$ cat src/rtl/gf180mcu_osu_sc_lshif_pkg.sv
// Shared definitions for the down-shift synchroniser bank.
// Holds the parameter lower bounds and the counter-width helper.
package gf180mcu_osu_sc_lshif_pkg;

    localparam int MIN_SYNC_STAGES = 2;
    localparam int MIN_FILT_CYCLES = 1;
    localparam int MIN_CHANNELS    = 1;

    // Width of a counter that must be able to hold the value n.
    function automatic int clog2_plus1(input int n);
        return $clog2(n + 1);
    endfunction

endpackage

$ cat src/rtl/gf180mcu_osu_sc_gp9t3v3__lshif_filt_ch.sv
// One channel of the bank: a plain synchroniser chain feeding a glitch filter.
// Y moves only after FILT_CYCLES consecutive samples disagree with it.
module gf180mcu_osu_sc_gp9t3v3__lshif_filt_ch
    import gf180mcu_osu_sc_lshif_pkg::*;
#(
    parameter int SYNC_STAGES = 2,
    parameter int FILT_CYCLES = 3
) (
    input  logic CLK,
    input  logic RST,
    input  logic ISO,
    input  logic READY,
    input  logic CLAMP,
    input  logic A,
    output logic Y,
    output logic CHG
);

    localparam int                CNT_W   = clog2_plus1(FILT_CYCLES);
    localparam logic [CNT_W-1:0]  CNT_MAX = CNT_W'(FILT_CYCLES - 1);
    localparam logic [CNT_W-1:0]  CNT_ONE = CNT_W'(1);

    logic [SYNC_STAGES-1:0] r_sync;
    logic [CNT_W-1:0]       r_cnt;
    logic                   r_y;
    logic                   r_chg;
    logic                   w_s;

    assign w_s = r_sync[SYNC_STAGES-1];

    // Reset and isolation both return the channel to its clamp value and drop any pending count.
    always_ff @(posedge CLK) begin
        if (RST || ISO) begin
            r_sync <= {SYNC_STAGES{CLAMP}};
            r_y    <= CLAMP;
            r_cnt  <= '0;
            r_chg  <= 1'b0;
        end else begin
            r_sync <= {r_sync[SYNC_STAGES-2:0], A};
            r_chg  <= 1'b0;
            if (w_s == r_y) begin
                r_cnt <= '0;
            end else if (r_cnt < CNT_MAX) begin
                r_cnt <= r_cnt + CNT_ONE;
            end else begin
                r_y   <= w_s;
                r_cnt <= '0;
                r_chg <= READY;
            end
        end
    end

    assign Y   = r_y;
    assign CHG = r_chg;

endmodule

$ cat src/rtl/gf180mcu_osu_sc_gp9t3v3__lshifdown_sync_bank.sv
// Multi-channel down-shift receiver: per-bit synchroniser plus glitch filter,
// with a shared warm-up counter that raises READY once the pipeline has settled.
module gf180mcu_osu_sc_gp9t3v3__lshifdown_sync_bank
    import gf180mcu_osu_sc_lshif_pkg::*;
#(
    parameter int                  CHANNELS    = 8,
    parameter int                  SYNC_STAGES = 2,
    parameter int                  FILT_CYCLES = 3,
    parameter logic [CHANNELS-1:0] CLAMP_VAL   = '0
) (
    input  logic                CLK,
    input  logic                RST,
    input  logic [CHANNELS-1:0] A,
    input  logic                ISO,
    output logic [CHANNELS-1:0] Y,
    output logic [CHANNELS-1:0] CHG,
    output logic                READY
);

    localparam int               WARM_CYCLES = SYNC_STAGES + FILT_CYCLES;
    localparam int               WARM_W      = clog2_plus1(WARM_CYCLES);
    localparam logic [WARM_W-1:0] WARM_LAST  = WARM_W'(WARM_CYCLES - 1);
    localparam logic [WARM_W-1:0] WARM_ONE   = WARM_W'(1);

    generate
        if (CHANNELS < MIN_CHANNELS) begin : g_bad_channels
            $error("CHANNELS must be at least %0d", MIN_CHANNELS);
        end
        if (SYNC_STAGES < MIN_SYNC_STAGES) begin : g_bad_sync
            $error("SYNC_STAGES must be at least %0d", MIN_SYNC_STAGES);
        end
        if (FILT_CYCLES < MIN_FILT_CYCLES) begin : g_bad_filt
            $error("FILT_CYCLES must be at least %0d", MIN_FILT_CYCLES);
        end
    endgenerate

    logic [WARM_W-1:0]   r_warm;
    logic                r_ready;
    logic [CHANNELS-1:0] w_y;
    logic [CHANNELS-1:0] w_chg;

    // READY rises on the edge the warm-up count completes, then holds until the next RST or ISO.
    always_ff @(posedge CLK) begin
        if (RST || ISO) begin
            r_warm  <= '0;
            r_ready <= 1'b0;
        end else if (!r_ready) begin
            if (r_warm == WARM_LAST) begin
                r_ready <= 1'b1;
            end else begin
                r_warm <= r_warm + WARM_ONE;
            end
        end
    end

    generate
        for (genvar i = 0; i < CHANNELS; i++) begin : g_ch
            gf180mcu_osu_sc_gp9t3v3__lshif_filt_ch #(
                .SYNC_STAGES (SYNC_STAGES),
                .FILT_CYCLES (FILT_CYCLES)
            ) u_ch (
                .CLK   (CLK),
                .RST   (RST),
                .ISO   (ISO),
                .READY (r_ready),
                .CLAMP (CLAMP_VAL[i]),
                .A     (A[i]),
                .Y     (w_y[i]),
                .CHG   (w_chg[i])
            );
        end
    endgenerate

    assign Y     = w_y;
    assign CHG   = w_chg;
    assign READY = r_ready;

endmodule

$ cat config.mk
export PLATFORM = sky130hd
export DESIGN_NAME = gf180mcu_osu_sc_gp9t3v3__lshifdown_sync_bank
export DESIGN_NICKNAME = d
export VERILOG_FILES = /design/src/rtl/gf180mcu_osu_sc_lshif_pkg.sv /design/src/rtl/gf180mcu_osu_sc_gp9t3v3__lshif_filt_ch.sv /design/src/rtl/gf180mcu_osu_sc_gp9t3v3__lshifdown_sync_bank.sv
export SDC_FILE = /design/constraint.sdc
export NUM_CORES = 1
export LEC_CHECK = 0
export BUFFER_PORTS_ARGS = -buffer_cell sky130_fd_sc_hd__buf_4
export CAP_MARGIN = 20
export CORE_MARGIN = 2
export CORE_UTILIZATION = 51
export CTS_BUF_LIST = sky130_fd_sc_hd__clkbuf_2 sky130_fd_sc_hd__clkbuf_4 sky130_fd_sc_hd__clkbuf_8
export DETAILED_ROUTE_END_ITERATION = 16
export HOLD_SLACK_MARGIN = 0.06
export PLACE_DENSITY = 0.78
export SYNTH_ARGS = -nofsm -noshare
export SYNTH_HDL_FRONTEND = slang
export SYNTH_HIERARCHICAL = 1
export SYNTH_SLANG_ARGS = --single-unit
$ cat constraint.sdc
create_clock -name CLK -period 3.3 [get_ports CLK]
set_input_delay 0.825 -clock CLK [delete_from_list [all_inputs] [get_ports CLK]]
set_output_delay 0.825 -clock CLK [all_outputs]
set_load 0.02 [all_outputs]
# Word-level counts from Yosys, hierarchy flattened
# Cells that the tools add are included.
[totals]
regBits = 52
output_inout_bits = 17
elab_cells = 106
input_bits = 11
[classes]
n_lt_le_gt_ge = 8
bitwise_logic = 18
muxes = 2
n_eq_ne = 9
n_reduce_logical = 26
add_sub_neg = 9
[op_table]
columns = ["cell", "count"]
rows = [
  ["OR reduction 3 bit", 16],
  ["NOT 1 bit", 18],
  ["AND reduction 2 bit", 9],
  ["adder 2 x 1 -> 2 bit (second input constant)", 8],
  ["< comparator 2 bit (second input constant)", 8],
  ["== test 1 bit", 8],
  ["adder 3 x 1 -> 3 bit (second input constant)", 1],
  ["== test 3 bit (second input constant)", 1],
  ["2-to-1 mux 1 bit", 2],
  ["logical OR 1 bit", 1],
]

# Longest topological paths before layout
# Gate-level depths: netlist of the first run.
[logic_depth]
ltp_word = 3
ltp_mapped = 4
ltp_nobuf = 4

# Hierarchy
# The synthesis of the first run kept the hierarchy.
[modules_own_cells]
columns = ["module", "instances", "area_each_um2", "cells_per_inst"]
rows = [
  ["gf180mcu_osu_sc_gp9t3v3__lshif_filt_ch", 8, 217.7, 17],
  ["gf180mcu_osu_sc_gp9t3v3__lshifdown_sync_bank", 1, 215.2, 21],
]

# Worst setup path before layout of the first run
# OpenSTA, ideal clock, no wires.
[synth_timing]
path_kind = "input to register"
start = "in ISO"
end = "reg g_ch[0].u_ch.r_y, enable pin"
required_time_ns = 3.042
path_slack_ns = 1.947
n_path_buf = 0
stages = 2
arrival_ns = 1.095
cell_sequence = "nor2_2 > o21ai_0"
[synth_via]
elab_chain_len = 1
[synth_rtl]
columns = ["item", "line_no", "text"]
rows = [
  ["from (decl)", "gf180mcu_osu_sc_gp9t3v3__lshifdown_sync_bank.sv:14", "input logic ISO,"],
  ["logical OR 1 bit", "gf180mcu_osu_sc_gp9t3v3__lshif_filt_ch.sv:33", "if (RST || ISO) begin"],
  ["to (signal assigned)", "gf180mcu_osu_sc_gp9t3v3__lshif_filt_ch.sv:46", "r_y <= w_s;"],
  ["to (decl)", "gf180mcu_osu_sc_gp9t3v3__lshif_filt_ch.sv:25", "logic r_y;"],
]
# Every way passes these cells.
# A chain may end at the register's enable or synchronous reset.

# Worst setup path after layout of the first run
[layout_timing]
start = "reg r_ready, in the netlist READY"
end = "out READY"
[layout_rtl]
columns = ["item", "line_no", "text"]
rows = [
  ["from (decl)", "gf180mcu_osu_sc_gp9t3v3__lshifdown_sync_bank.sv:38", "logic r_ready;"],
  ["from (signal assigned)", "gf180mcu_osu_sc_gp9t3v3__lshifdown_sync_bank.sv:46", "r_ready <= 1'b0;"],
  ["from (signal assigned)", "gf180mcu_osu_sc_gp9t3v3__lshifdown_sync_bank.sv:49", "r_ready <= 1'b1;"],
  ["to (decl)", "gf180mcu_osu_sc_gp9t3v3__lshifdown_sync_bank.sv:17", "output logic READY"],
]
# No word-level cell between the ends.

==> results of run 1 <==
==> metrics by stage <==
step / hold WS (ns) / util (%) / total power (W)
detailed placement: 0.406 / 60.9 / 0.000850
floorplan: 0.391 / - / 0.000801
finish: 0.415 / 63.5 / 0.00120
global placement: 0.395 / 60.9 / 0.000839
global route: 0.433 / 63.5 / 0.00126
CTS: 0.420 / 63.5 / 0.00122
==> sequential cells by signal (all words and copies together) (netlist names) <==
name              flops
g_ch.u_ch/CHG         8
r_warm                3
g_ch.u_ch/r_sync     16
g_ch.u_ch/r_cnt      16
READY                 1
g_ch.u_ch/Y           8
==> area by class of cell <==
| type | count | area (µm²) |
|---|---|---|
| clock buffer | 8 | 97.6 |
| fill | 305 | 1350 |
| inverter | 11 | 41.3 |
| multi-input combinational | 101 | 821 |
| sequential | 52 | 1120 |
| tap | 48 | 60.1 |
| timing repair buffer | 27 | 203 |
==> kinds of logic (layout without fill, tap and decap cells) <==
kind of cell	Yosys count	count (layout)	share of synthesized area, %
xor+xnor	8	8	3.58
other cells	1	8	0.192
flops	52	52	57.3
simple gates	39	39	18.5
mux	2	2	1.15
buf+inv	11	46	2.11
compound gates	42	42	15.9
fa+ha+maj	2	2	1.28
==> placed cells by master, fill, tap and decap left out, types with 3 or more instances in the layout <==
| cell type | count |
|---|---|
| dfxtp_1 | 44 |
| buf_4 | 27 |
| a21o_1 | 16 |
| inv_1 | 11 |
| edfxtp_1 | 8 |
| nor2_2 | 8 |
| o21a_1 | 8 |
| conb_1 | 8 |
| xnor2_1 | 8 |
| o21ai_0 | 8 |
| a21o_2 | 8 |
| and4b_2 | 8 |
| nor4b_1 | 8 |
| and4bb_2 | 8 |
| clkbuf_8 | 6 |
| nor3b_1 | 3 |
==> power breakdown <==
part           leakage [nW]  switching, W  internal [W]
registers             0.445     0.0000208      0.000681
logic                 0.518     0.0000662     0.0000674
clock network        0.0523      0.000180      0.000188
total                  1.01      0.000267      0.000936
==> how the worst max path moves through the flow <==
stage	end	slack, ns	cells after the start
6_report	READY	1.38	1
4_1_cts	READY	1.37	1
3_3_place_gp	g_ch[0].u_ch/Y	1.64	3
3_5_place_dp	g_ch[6].u_ch/Y	1.61	3
5_1_grt	READY	1.31	1
2_1_floorplan	g_ch[0].u_ch/Y	1.95	2
==> per-layer routing <==
metal,wire length (µm),GRT usage [%],vias up
met2,1720,31.1,19
li1,-,-,652
met5,0,0,-
met4,37,6.12,0
met1,1280,16.9,592
met3,114,4.26,5
==> flow_summary.toml, run 1 <==
[yosys]
ys_seq_elements = 52
synth_area_leader_cell = "dfxtp_1"
synth.most_common_cell = "dfxtp_1"
yosysWarnings = 6
synth_top_area_share_pct = 45.0
syn_inst = 157
yosysUniqueCellTypes = 21
async_flop_share_pct = 0
syn_area_per_cell_um2 = 12.5
synthFlopType = "dfxtp_1"
synth_edf_count = 8
synth_area_leaders = "dfxtp_1 (45%), edfxtp_1 (12%), a21o_1 (6.1%)"
syn_area_mm2 = 0.00196
ys_seq_area_share_pct = 57.3
synth_common_cells = "dfxtp_1 (44), a21o_1 (16), inv_1 (11)"

[pwr]
p_leak_nw = 1.01
vdd_ir_drop_max_uv = 323
pwr_density_cell_mw_per_mm2 = 514

[routing]
ant_nets = 0
wirelength_um = 3150
first_iter_violations = 22
vias = 1268
route.detailed.drc = 0
firstDrtPassIters = 6
wl_per_cell_um = 12.7
avgViaCountPerCell = 5.13

[worst_setup_path]
cp-startpoint = "READY"
slowest_stage = "dfxtp_1"
worstReg2RegStart = "r_warm[0]"
critPathBufInv = 1
path_class = "reg2out"
cpPeakStageDelay_ns = 0.58
worstReg2RegEnd = "r_warm[0]"
worstSetupEndpointType = "output pin"
crit_arrival_ns = 1.09
worst_setup_path_start_kind = "flop"
crit_chain = "buf_4"
cp.required_ns = 2.47
critPathMaxFanout = 12
r2r_slack_ns = 1.91
crit_family = "flip-flops"
r2r_cells = 4

[clock_network]
insertion_delay_ns = 0.29
cts.sink_count = 52
postCtsSetupRepairBufs = 0
cts_made_buffers = 5
cts_buffer_depth = 2
htreeDepth = 2
hold_buffers = 0
path_clk_slew_ns = 0.08
cts-root-buf = "clkbuf_8"
cts_tree = "yes"
cts_resized = 0

[floorplan]
die_y_um = 65.9
die_w_um = 65.9
core_area_mm2 = 0.00369
start_util_pct = 53.1
die_area_mm2 = 0.00435
fp-row-count = 22
io_pins = 28

[placed_design]
gp_congestion = 0.683
hpwl_um = 2360
dp_cells = 239
preCtsSetupSlack_ns = 1.61
io_buffers = 27
placed_area_mm2 = 0.00225

[finish]
drive_gt1_share_pct = 35.2
fin_cells = 247
post-route-cell-area_mm2 = 0.00234
diodes = 0
area_growth_pct = 19.8
nets = 211

[global_routing]
grt_pass1_vias = 1332
grt_first_pass_wirelength_um = 5460
antenna_found_initial = 0
grt_usage_pct = 16.3
grt_overflow = 0
grt_max_degree = 23

[sta]
finalSetupTns_ns = 0
min_period_ns = 1.92
post-route-period-util_pct = 58.2
hold_violations = 0
skew_ns = 0.00511
max_freq_mhz = 521
fin_ws_ns = 1.38
rsz0062_at_grt = "no"
setup_viol = 0
final-max-slew-violation-count = 0

[worst_hold_path]
hold_path_class = "reg2reg"
hold-path-endpoint = "g_ch[3].u_ch/r_cnt[0]"
holdPathStages = 1
worstHoldStart = "g_ch[3].u_ch/r_cnt[0]"

[outcome]
outcome = "finished, final reports clean"

[flow_run]
maxCapViolCount = 0
Note: power is estimated with default switching activity, not from simulation.
==> inputs of run 2 (changes only) <==
Clock period 3.3 ns to 1.9 ns, I/O delays scaled along.
==> run 2 against run 1 <==
Compared with the run above:
- clock-buffer cell count fell by 2
- critical endpoint unchanged
- setup slack got worse by 1.1 ns
- first-iteration DRC count rose to 3.1 times the previous value
- core utilization rose by 0.37 points
- non-clock buffer count did not move
- sequential power rose by 74%
==> flow_summary.toml, run 2 (synthesis results as in run 1) <==
[floorplan]
die_y_um = 65.9
fp-row-count = 22
io_pins = 28
start_util_pct = 53.1
core_area_mm2 = 0.00369
die_w_um = 65.9
die_area_mm2 = 0.00435

[global_routing]
grt_first_pass_wirelength_um = 5720
antenna_found_initial = 0
use_met2_pct = 31.3
grt_max_degree = 23
grt.met1_usage_pct = 18.9
grt_pass1_vias = 1340
grt_overflow = 0
grt-busiest-layer = "met2"
grt_usage_pct = 17.5
use_met3_pct = 5.79

[sta]
finalSetupTns_ns = 0
post-route-period-util_pct = 83.7
max_freq_mhz = 629
setup_viol = 0
skew_ns = 0.00466
final-max-slew-violation-count = 0
min_period_ns = 1.59
rsz0062_at_grt = "no"
hold_violations = 0
hold_ws_ns = 0.359

[placed_design]
placed_area_mm2 = 0.00225
dp_cells = 239
hpwl_um = 2300
gp_congestion = 0.678
io_buffers = 27

[routing]
ant_nets = 0
firstDrtPassIters = 4
wirelength_um = 3230
avgViaCountPerCell = 5.32
vias = 1314
wl_per_cell_um = 13.1
first_iter_violations = 68
route.detailed.drc = 0

[clock_network]
cts_tree = "yes"
htreeDepth = 2
cts_resized = 0
postCtsSetupRepairBufs = 0
cts_buffer_depth = 2
cts-root-buf = "clkbuf_8"
cts.sink_count = 52
path_clk_slew_ns = 0.09
hold_buffers = 0
cts_made_buffers = 5
insertion_delay_ns = 0.30

[pwr]
p_int_w = 0.00171
power.switching_fraction_pct = 22.5
p_comb_share_pct = 10.6
seqPwrFrac_pct = 55.5
power_switching_w = 0.000494
vdd_ir_drop_max_uv = 565
pwr_density_cell_mw_per_mm2 = 933
pwr-share-clk_pct = 33.9
p_leak_nw = 1.02
p_total_w = 0.00220

[finish]
multi_input_area_um2 = 821
layout_commonest_cell = "dfxtp_1"
top_regs = "g_ch.u_ch/r_cnt x16, g_ch.u_ch/r_sync x16"
diodes = 0
post-route-cell-area_mm2 = 0.00236
drive_gt1_share_pct = 35.2
fin_cells = 247
nets = 211
area_growth_pct = 20.5
final_cell_mix = "dfxtp_1 (44), buf_4 (27), a21o_1 (16)"
register_area_mm2 = 0.00112
fill_cells = 311

[worst_setup_path]
critPathMaxFanout = 12
cp.required_ns = 1.42
path_class = "reg2out"
crit_family = "flip-flops"
critPathBufInv = 1
crit_chain = "buf_4"
crit_arrival_ns = 1.11
slowest_stage = "dfxtp_1"
cpPeakStageDelay_ns = 0.59
worstSetupEndpointType = "output pin"
worst_setup_path_start_kind = "flop"

[flow_run]
maxCapViolCount = 0

[outcome]
outcome = "finished, final reports clean"

[worst_hold_path]
hold_path_class = "in2reg"
run 2: cell types whose count changed in the layout (fill, tap and decap cells not counted), sizes merged:
cell / before / now
clkbuf: 8 / 6
clkinv: 0 / 1
bufinv: 0 / 1
run 2: metrics by stage:
step                      setup slack (ns)  util, %
final                                0.310     63.9
after global routing                 0.231     63.9
after CTS                            0.296     63.9
after detailed placement             0.530     60.9
after global placement               0.590     60.9
after floorplan                      0.631        -
run 2: path summary, 6_finish.rpt:
path	startpoint	end	slack [ns]	cells past startpoint
min	A[0]	g_ch[0].u_ch/r_sync[0]	0.36	2
min reg2reg	g_ch[2].u_ch/r_cnt[0]	g_ch[2].u_ch/r_cnt[0]	0.42	1
max reg2reg	r_warm[0]	r_warm[1]	0.53	4
max	READY	READY	0.31	1
run 2: cell type report:
class / count / area share [%]
sequential: 52 / 47.6
tap: 48 / 2.55
clock buffer: 6 / 3.24
multi-input combinational: 101 / 34.8
timing repair buffer: 27 / 8.60
clock inverter: 2 / 1.49
inverter: 11 / 1.75
run 2: layer usage:
| layer | vias to the layer above | routed length (µm) |
|---|---|---|
| li1 | 654 | - |
| met1 | 635 | 1360 |
| met2 | 19 | 1700 |
| met3 | 6 | 122 |
| met4 | 0 | 53 |
| met5 | - | 0 |
run 2: power by group through the flow:
stage	registers [W]	logic [W]	clock network, W
5_1_grt	0.00123	0.000258	0.000816
3_5_place_dp	0.00125	0.000230	0
6_report	0.00122	0.000233	0.000747
2_1_floorplan	0.00126	0.000133	0
4_1_cts	0.00122	0.000231	0.000768
3_3_place_gp	0.00124	0.000217	0
run 2: worst reg2reg max path, cell delays in order, from the launching register on:
cell     delay (ns)
dfxtp_1        0.38
inv_1          0.06
ha_1           0.20
a21oi_1        0.26
mux2_2         0.37
==> inputs of run 3 (changes only) <==
Settings changed: ABC_AREA set to 1, PLACE_DENSITY 0.78 to 0.81.
Clock period 1.9 ns to 1.3 ns, I/O delays scaled along.
==> run 3 against run 2 <==
Compared with the run above:
- register-to-register slack got worse by 0.29 ns
- power grew 44%
- final cell count is 47% higher
- sequential cell count stayed put
- cell area rose by 3.8%
- first-iteration DRC count rose by 19%
- critical endpoint is now Y[7]
- largest power group unchanged
==> flow_summary.toml, run 3 <==
[worst_setup_path]
slowest_stage = "edfxtp_1"
worst_setup_path_start_kind = "flop"
path_class = "reg2out"
cpPeakStageDelay_ns = 0.44
cp.required_ns = 0.98
worstSetupPathDepth = 1
critPathMaxFanout = 3
r2r_cells = 5
crit_arrival_ns = 0.93
critPathBufInv = 1
worstSetupEndpointType = "output pin"
crit_family = "flip-flops"
crit_chain = "buf_4"

[finish]
fin_cells = 364
drive_gt1_share_pct = 20.3
fin_util_pct = 65.3
top_regs = "g_ch.u_ch/r_cnt x16, g_ch.u_ch/r_sync x16"
nets = 328
final_cell_mix = "nand2_1 (102), inv_1 (47), dfxtp_1 (43)"
diodes = 0
area_growth_pct = 20.5
layout_commonest_cell = "nand2_1"

[sta]
setup_viol = 0
finalSetupTns_ns = 0
min_period_ns = 1.26
max_freq_mhz = 796
post-route-period-util_pct = 96.6
hold_ws_ns = 0.201
final-max-slew-violation-count = 0
skew_ns = 0.00737
rsz0062_at_grt = "no"
hold_violations = 0

[yosys]
syn_inst = 272
ys_seq_area_share_pct = 55.2
async_flop_share_pct = 0
syn_area_mm2 = 0.00203
ys_seq_elements = 52
synth_area_leader_cell = "dfxtp_1"
syn_area_per_cell_um2 = 7.46
synth_area_leaders = "dfxtp_1 (43%), nand2_1 (19%), edfxtp_1 (12%)"
synth_top_area_share_pct = 43.4
synthFlopType = "dfxtp_1"
synth_common_cells = "nand2_1 (102), inv_1 (47), dfxtp_1 (44)"
yosysUniqueCellTypes = 14
yosysWarnings = 6
synth.most_common_cell = "nand2_1"
synth_edf_count = 8

[global_routing]
grt_usage_pct = 16.7
grt_max_degree = 16
grt_overflow = 0
grt_pass1_vias = 1408
antenna_found_initial = 0
grt_first_pass_wirelength_um = 5520

[flow_run]
maxCapViolCount = 0

[clock_network]
cts-root-buf = "clkbuf_8"
cts_tree = "yes"
cts.sink_count = 52
cts_buffer_depth = 2
postCtsSetupRepairBufs = 0
htreeDepth = 2
insertion_delay_ns = 0.31
cts_made_buffers = 5
path_clk_slew_ns = 0.08

[routing]
wl_per_cell_um = 8.84
vias = 1561
route.detailed.drc = 0
first_iter_violations = 81
wirelength_um = 3220
ant_nets = 0
avgViaCountPerCell = 4.29
firstDrtPassIters = 4

[floorplan]
start_util_pct = 54.2
io_pins = 28
die_area_mm2 = 0.00450
fp-row-count = 22
die_y_um = 67.1
core_area_mm2 = 0.00374
die_w_um = 67.1

[pwr]
p_int_w = 0.00244
vdd_ir_drop_max_uv = 851
power.switching_fraction_pct = 23.1
pwr_density_cell_mw_per_mm2 = 1300
p_comb_share_pct = 10.0
p_total_w = 0.00317
power_switching_w = 0.000732
seqPwrFrac_pct = 55.8
p_leak_nw = 1.28
pwr-share-clk_pct = 34.2

[worst_hold_path]
hold_path_class = "in2reg"
holdPathStages = 3

[placed_design]
dp_cells = 356
hpwl_um = 2430
gp_congestion = 0.748
io_buffers = 27

[outcome]
outcome = "finished, final reports clean"
run 3: final timing paths:
kind | start | endpoint | slack [ns]
max | g_ch[7].u_ch/Y | Y[7] | 0.04
min | A[5] | g_ch[5].u_ch/r_sync[0] | 0.20
max reg2reg | g_ch[7].u_ch/Y | g_ch[7].u_ch/Y | 0.24
min reg2reg | g_ch[2].u_ch/r_cnt[0] | g_ch[2].u_ch/r_cnt[0] | 0.41
run 3: power by group through the flow:
| stage | Sequential [W] | Clock, W | Combinational [W] |
|---|---|---|---|
| floorplan | 0.00183 | 0 | 0.000186 |
| global placement | 0.00180 | 0 | 0.000306 |
| detailed placement | 0.00181 | 0 | 0.000314 |
| CTS | 0.00177 | 0.00112 | 0.000316 |
| global route | 0.00178 | 0.00117 | 0.000368 |
| finish | 0.00177 | 0.00108 | 0.000317 |
run 3: timing repair:
item	4_1_cts	5_1_grt
endpoints found under the setup margin	1	0
hold buffers	0	0
resized for setup	1	0
run 3: cell families (layout without fill, tap and decap cells):
group,after synthesis,in the layout,synth area share (%)
flip-flops,52,52,55.2
other,1,8,0.185
adder cells (fa/ha/maj),2,2,1.23
buffers and inverters,55,92,10.2
AND/OR/NAND/NOR,152,152,30.7
AO/OA/AOI/OAI,10,10,2.47
run 3: metal layers:
layer	part of all wire, %	GRT usage (%)	up-vias
met3	5.1	4.22	8
met5	0	0	-
met1	48	19.1	657
met2	45	27.5	28
li1	-	-	868
met4	2.5	10.7	0
run 3: metrics by stage:
stage                     instance area (µm²)  worst slack [ns]
after floorplan                          2060             0.223
after global placement                   2330             0.229
after detailed placement                 2330             0.216
after CTS                                2450            0.0385
after global routing                     2450           0.00611
final                                    2450            0.0438
run 3: cell type report:
| cell class | count | area [µm²] |
|---|---|---|
| clock inverters | 2 | 35.0 |
| repair buffers | 29 | 218 |
| flip-flops and latches | 52 | 1120 |
| clock buffers | 6 | 76.3 |
| multi-input cells | 172 | 728 |
| fillers | 337 | 1300 |
| well taps | 48 | 60.1 |
| inverters | 55 | 206 |
